<file path="src/rtl/alt_vipitc130_mode_sched_pkg.sv">
// Shared types and constants for the clocked-video-output mode scheduler.
package alt_vipitc130_mode_sched_pkg;

  typedef enum logic [1:0] {
    ST_IDLE       = 2'd0,
    ST_SEARCH     = 2'd1,
    ST_WAIT_FRAME = 2'd2,
    ST_COMMIT     = 2'd3
  } sched_state_e;

  localparam int COUNT_W = 16;

endpackage

</file>
<file path="src/rtl/alt_vipitc130_common_to_binary.sv">
// One-hot mode select to 1-based binary index; all-zero input yields 0.
module alt_vipitc130_common_to_binary #(
  parameter int NO_OF_MODES      = 3,
  parameter int LOG2_NO_OF_MODES = 2
) (
  input  logic [NO_OF_MODES-1:0]      one_hot,
  output logic [LOG2_NO_OF_MODES-1:0] binary
);

  always_comb begin
    binary = '0;
    for (int i = 0; i < NO_OF_MODES; i++) begin
      if (one_hot[i]) binary = binary | LOG2_NO_OF_MODES'(i + 1);
    end
  end

endmodule

</file>
<file path="src/rtl/alt_vipitc130_common_mode_scheduler.sv">
// Mode-bank scheduler: explicit or round-robin mode switches deferred to frame boundaries.
// Define ALT_VIPITC130_MODE_SCHED_COUNT_EN to add the saturating switch_count output.
//
// state       | meaning
// ST_IDLE     | accepting requests, watching the active mode's valid bit
// ST_SEARCH   | round-robin scan, one bank entry per cycle
// ST_WAIT_FRAME | target chosen, waiting for frame_end (or none active)
// ST_COMMIT   | drive the new select and pulse mode_change
module alt_vipitc130_common_mode_scheduler
  import alt_vipitc130_mode_sched_pkg::*;
#(
  parameter int NO_OF_MODES      = 3,
  parameter int LOG2_NO_OF_MODES = 2
) (
  input  logic                        clk,
  input  logic                        rst,
  input  logic [NO_OF_MODES-1:0]      mode_valid,
  input  logic                        req_valid,
  output logic                        req_ready,
  input  logic [LOG2_NO_OF_MODES-1:0] req_mode,
  input  logic                        next_mode,
  input  logic                        frame_end,
  output logic [NO_OF_MODES-1:0]      mode_one_hot,
  output logic [LOG2_NO_OF_MODES-1:0] mode_binary,
  output logic                        mode_change,
  output logic                        req_err,
`ifdef ALT_VIPITC130_MODE_SCHED_COUNT_EN
  output logic [COUNT_W-1:0]          switch_count,
`endif
  output logic                        busy
);

  localparam int VEXT_W = 1 << LOG2_NO_OF_MODES;
  localparam int MISS_W = $clog2(NO_OF_MODES + 1);
  localparam logic [LOG2_NO_OF_MODES-1:0] LAST_IDX  = LOG2_NO_OF_MODES'(NO_OF_MODES - 1);
  localparam logic [MISS_W-1:0]           LAST_MISS = MISS_W'(NO_OF_MODES - 1);

  sched_state_e                state_q, state_d;
  logic [NO_OF_MODES-1:0]      one_hot_q, one_hot_d;
  logic                        active_q, active_d;
  logic [LOG2_NO_OF_MODES-1:0] cur_q, cur_d;
  logic [LOG2_NO_OF_MODES-1:0] target_q, target_d;
  logic [LOG2_NO_OF_MODES-1:0] ptr_q, ptr_d;
  logic [MISS_W-1:0]           miss_q, miss_d;
  logic                        change_q, change_d;
  logic                        err_q, err_d;

  // Zero-padded so any index the binary field can hold reads as invalid beyond the bank.
  logic [VEXT_W-1:0] valid_ext;
  assign valid_ext = VEXT_W'(mode_valid);

  function automatic logic [LOG2_NO_OF_MODES-1:0] wrap_inc(input logic [LOG2_NO_OF_MODES-1:0] x);
    return (x == LAST_IDX) ? '0 : x + 1'b1;
  endfunction

  always_comb begin
    state_d   = state_q;
    one_hot_d = one_hot_q;
    active_d  = active_q;
    cur_d     = cur_q;
    target_d  = target_q;
    ptr_d     = ptr_q;
    miss_d    = miss_q;
    change_d  = 1'b0;
    err_d     = 1'b0;
    unique case (state_q)
      ST_IDLE: begin
        if (active_q && !valid_ext[cur_q]) begin
          one_hot_d = '0;
          active_d  = 1'b0;
          change_d  = 1'b1;
          ptr_d     = wrap_inc(cur_q);
          miss_d    = '0;
          state_d   = ST_SEARCH;
        end else if (req_valid) begin
          if (req_mode > LAST_IDX || !valid_ext[req_mode]) begin
            err_d = 1'b1;
          end else begin
            target_d = req_mode;
            state_d  = ST_WAIT_FRAME;
          end
        end else if (next_mode) begin
          ptr_d   = active_q ? wrap_inc(cur_q) : '0;
          miss_d  = '0;
          state_d = ST_SEARCH;
        end
      end
      ST_SEARCH: begin
        if (valid_ext[ptr_q]) begin
          target_d = ptr_q;
          state_d  = ST_WAIT_FRAME;
        end else if (miss_q == LAST_MISS) begin
          err_d   = 1'b1;
          state_d = ST_IDLE;
        end else begin
          ptr_d  = wrap_inc(ptr_q);
          miss_d = miss_q + 1'b1;
        end
      end
      ST_WAIT_FRAME: begin
        // A target that vanished aborts even if the frame boundary is here.
        if (!valid_ext[target_q]) begin
          err_d   = 1'b1;
          state_d = ST_IDLE;
        end else if (!active_q || frame_end) begin
          state_d = ST_COMMIT;
        end
      end
      ST_COMMIT: begin
        one_hot_d = {{(NO_OF_MODES-1){1'b0}}, 1'b1} << target_q;
        cur_d     = target_q;
        active_d  = 1'b1;
        change_d  = 1'b1;
        state_d   = ST_IDLE;
      end
      default: state_d = ST_IDLE;
    endcase
  end

  always_ff @(posedge clk) begin
    if (rst) begin
      state_q   <= ST_IDLE;
      one_hot_q <= '0;
      active_q  <= 1'b0;
      cur_q     <= '0;
      target_q  <= '0;
      ptr_q     <= '0;
      miss_q    <= '0;
      change_q  <= 1'b0;
      err_q     <= 1'b0;
    end else begin
      state_q   <= state_d;
      one_hot_q <= one_hot_d;
      active_q  <= active_d;
      cur_q     <= cur_d;
      target_q  <= target_d;
      ptr_q     <= ptr_d;
      miss_q    <= miss_d;
      change_q  <= change_d;
      err_q     <= err_d;
    end
  end

`ifdef ALT_VIPITC130_MODE_SCHED_COUNT_EN
  logic [COUNT_W-1:0] count_q;

  always_ff @(posedge clk) begin
    if (rst) begin
      count_q <= '0;
    end else if (change_d && count_q != {COUNT_W{1'b1}}) begin
      count_q <= count_q + 1'b1;
    end
  end

  assign switch_count = count_q;
`endif

  alt_vipitc130_common_to_binary #(
    .NO_OF_MODES      (NO_OF_MODES),
    .LOG2_NO_OF_MODES (LOG2_NO_OF_MODES)
  ) u_to_binary (
    .one_hot (one_hot_q),
    .binary  (mode_binary)
  );

  assign mode_one_hot = one_hot_q;
  assign mode_change  = change_q;
  assign req_err      = err_q;
  assign req_ready    = (state_q == ST_IDLE);
  assign busy         = (state_q != ST_IDLE);

endmodule
</file>
<file path="config.mk">
export PLATFORM = sky130hd
export DESIGN_NAME = alt_vipitc130_common_mode_scheduler
export DESIGN_NICKNAME = d
export VERILOG_FILES = /design/src/rtl/alt_vipitc130_mode_sched_pkg.sv /design/src/rtl/alt_vipitc130_common_to_binary.sv /design/src/rtl/alt_vipitc130_common_mode_scheduler.sv
export SDC_FILE = /design/constraint.sdc
export NUM_CORES = 1
export LEC_CHECK = 0
export ABC_AREA = 1
export CAP_MARGIN = 5
export CORE_MARGIN = 1
export CORE_UTILIZATION = 55
export CTS_CLUSTER_SIZE = 12
export DETAILED_ROUTE_END_ITERATION = 10
export GPL_ROUTABILITY_DRIVEN = 0
export GPL_TIMING_DRIVEN = 0
export PLACE_DENSITY = 0.9
export SLEW_MARGIN = 20
export SYNTH_ARGS = -nofsm -noshare
export SYNTH_HDL_FRONTEND = slang
export SYNTH_SLANG_ARGS = --single-unit
</file>
<file path="constraint.sdc">
create_clock -name clk -period 2.5 [get_ports clk]
set_input_delay 0.5 -clock clk [delete_from_list [all_inputs] [get_ports clk]]
set_output_delay 0.5 -clock clk [all_outputs]
set_load 0.05 [all_outputs]
</file>
==> summary.txt <==
Synthesis
  – Syn Std Cell Area: 1050 sq um
  – Area contributors post-synth: dfxtp_1 30%, nand2_1 13%, inv_1 6.4%, ha_1 6.0%, nand3_1 5.7%
  – Synth cell types: 24
  – Top cell type's share of synthesized area: 30.5%
  – Sequential-to-total area share from yosys stat: 30.5%
  – Post-Synthesis Net Count: 169
  – Syn Inst Count: 154
  – Post-synthesis async set-or-reset flop share: 0%
  – Post-synth EDFFs: 0
  – Syn avg cell area: 6.82 sq um
  – Flops & latches, synth: 16
  – Ys Warns: 0
  – Ys flop type: dfxtp_1
  – Largest area contributor in the synthesized netlist: dfxtp_1

STA
  – Final setup vio count: 0
  – Period minus WS final: 2290 ps
  – Fmax: 0.437 GHz
  – Period utilization: 91.6%
  – Hold WS: 478 ps
  – RSZ-0062 raised after global routing: no
  – Worst Skew: 3.30 ps
  – Final Max Slew Viols: 0
  – Relative slew slack: 67.1%
  – Endpoints failing hold: 0
  – Worst-Margin Slew: 492 ps
  – TNS Setup: 0 ps

Setup path
  – Crit path max fanout: 8
  – Reg-to-reg startpoint: state_q[0]
  – FF-to-FF setup slack: 900 ps
  – RR Endpoint: state_q[0]
  – CP endpoint kind: output pin
  – Critical Path RT: 2000 ps
  – Critical path type: reg -> out
  – Crit path DAT: 1790 ps
  – Worst R2R Path Depth: 10
  – CP startpoint kind: register

Detailed routing
  – Initial DRC Count: 25
  – Drt first pass iters: 4
  – Number of nets with antenna violations after routing: 0
  – WL/cell: 11.3 um
  – Final wirelength: 2.26 mm
  – DR vias/cell: 5.12
  – # DRC: 0
  – Via Count: 1024

Pwr
  – Power per cell area: 975 nW/um^2
  – Maximum vdd drop: 0.565 mV
  – Static Leakage: 0.553 nW
  – Overall Power: 0.00125 W

Floorplan
  – Die height: 45.7 um
  – Core area: 1760 sq um
  – Std-Cell Rows: 15
  – Die ar.: 2090 sq um
  – Die Wd: 45.7 um
  – Initial Utilization: 59.6%
  – IO Count: 19

Min path
  – Worst hold path type: reg -> reg
  – Hold_sp: miss_q[1]
  – Hold endpoint: miss_q[1]
  – Worst hold stages: 2

Final layout
  – Fin area: 1290 sq um
  – Net count, final: 191
  – Ant diodes: 0
  – Fraction of layout cells with a size suffix above 1: 16.6%
  – Commonest non-fill, non-tap cell in the layout: nand2_1
  – Commonest non-fill, non-tap cells in the layout: 37 x nand2_1, 18 x inv_1, 16 x dfxtp_1
  – P&R area growth vs syn: 22.4%

Clocking
  – H-tree level count: 1
  – CTS sink cnt: 16
  – # hold bufs at CTS: 0
  – CTS tree: done
  – Latest clock arrival within the worst-skew pair: 280 ps
  – Clock buffer depth: 2
  – Root buffer cell: clkbuf_4
  – Reg clk slew, reported paths: 90 ps
  – TritonCTS Buffers: 3

Place
  – Detailed placement HPWL: 1.84 mm
  – Post-DP Area: 1250 sq um
  – Number of port buffers: 17

Run status
  – Outcome: finished clean

GRT
  – Largest net degree at the start of global routing: 11
  – Initial antenna violation count: 0
  – GRT Overall Usage: 25.3%
  – Vias in the first global route: 914
  – Grt ovf: 0
  – First-pass GRT wire length: 3.80 mm

Run
  – Max Cap Violations: 0
## how the worst max path moves through the flow
stage,slack [ps],to,depth (start not counted),start
floorplan,570,miss_q[0],9,state_q[0]
global placement,280,busy,4,state_q[0]
detailed placement,240,busy,4,state_q[0]
CTS,200,busy,4,state_q[0]
global route,110,busy,4,state_q[0]
finish,210,busy,4,state_q[0]
## worst max-delay path, cell delays in order, from the launching register on
cell	delay [ps]
dfxtp_1	390
inv_1	80
ha_1	340
inv_4	150
dlygate4sd2_1	540
## per-layer routing
| metal | vias up | GRT usage (%) | wire length, um |
|---|---|---|---|
| li1 | 542 | - | - |
| met1 | 463 | 30.0 | 1010 |
| met2 | 17 | 45.1 | 1180 |
| met3 | 2 | 4.76 | 57 |
| met4 | 0 | 8.82 | 22 |
| met5 | - | 0 | 0 |
## registers in the layout, summed over array words and instances, names as in the netlist
name	cells
mode_one_hot	3
cur_q	2
miss_q	2
ptr_q	2
state_q	2
target_q	2
active_q	1
mode_change	1
req_err	1
## kinds of logic (layout without fill, tap and decap cells)
group                      count (synthesis)  in the layout  share of synthesized area [%]
DFF                                       16             16                           30.5
and+or+nand+nor                           81             81                           38.5
AOI/OAI and AO/OA                         27             27                           16.0
buffers and inverters                     25             46                           9.17
adders and majority gates                  5              5                           5.95
## repair_timing
item                                    CTS  global route
resized for setup                         2             0
endpoints found under the setup margin    2             0
setup buffers                             0             0
## final cells by class
| cell class | count | area [sq um] |
|---|---|---|
| multi-input combinational | 113 | 634 |
| clock buffer | 4 | 36.3 |
| buffer | 1 | 3.75 |
| tap | 25 | 31.3 |
| inverter | 24 | 92.6 |
| fill | 150 | 478 |
| sequential | 16 | 320 |
| timing repair buffer | 17 | 168 |
## stage by stage
| stage | utilization [%] | worst slack [ps] | instances |
|---|---|---|---|
| after floorplan | - | 574 | 154 |
| after global placement | 71.0 | 277 | 196 |
| after detailed placement | 71.0 | 245 | 196 |
| after CTS | 72.9 | 204 | 200 |
| after global routing | 72.9 | 108 | 200 |
| final | 72.9 | 211 | 200 |
## synth_stat cells (2+ instances only)
| library cell | n |
|---|---|
| nand2_1 | 37 |
| inv_1 | 18 |
| dfxtp_1 | 16 |
| nor2_1 | 14 |
| nand3_1 | 12 |
| a21oi_1 | 10 |
| o21ai_0 | 9 |
| ha_1 | 5 |
| inv_2 | 5 |
| o21ai_2 | 4 |
| nand3_2 | 3 |
| nor2_2 | 3 |
| nand2_2 | 2 |
| nand2_4 | 2 |
| nand3b_1 | 2 |
| nand4_1 | 2 |
| o32ai_1 | 2 |
| or2_2 | 2 |
## power by group
part	leakage [nW]	switching [W]	internal, W
registers	0.130	0.0000468	0.000303
clock network	0.0210	0.0000800	0.0000886
logic	0.402	0.000498	0.000238
total	0.553	0.000624	0.000629
No activity file was read; power rests on OpenSTA's default activity.
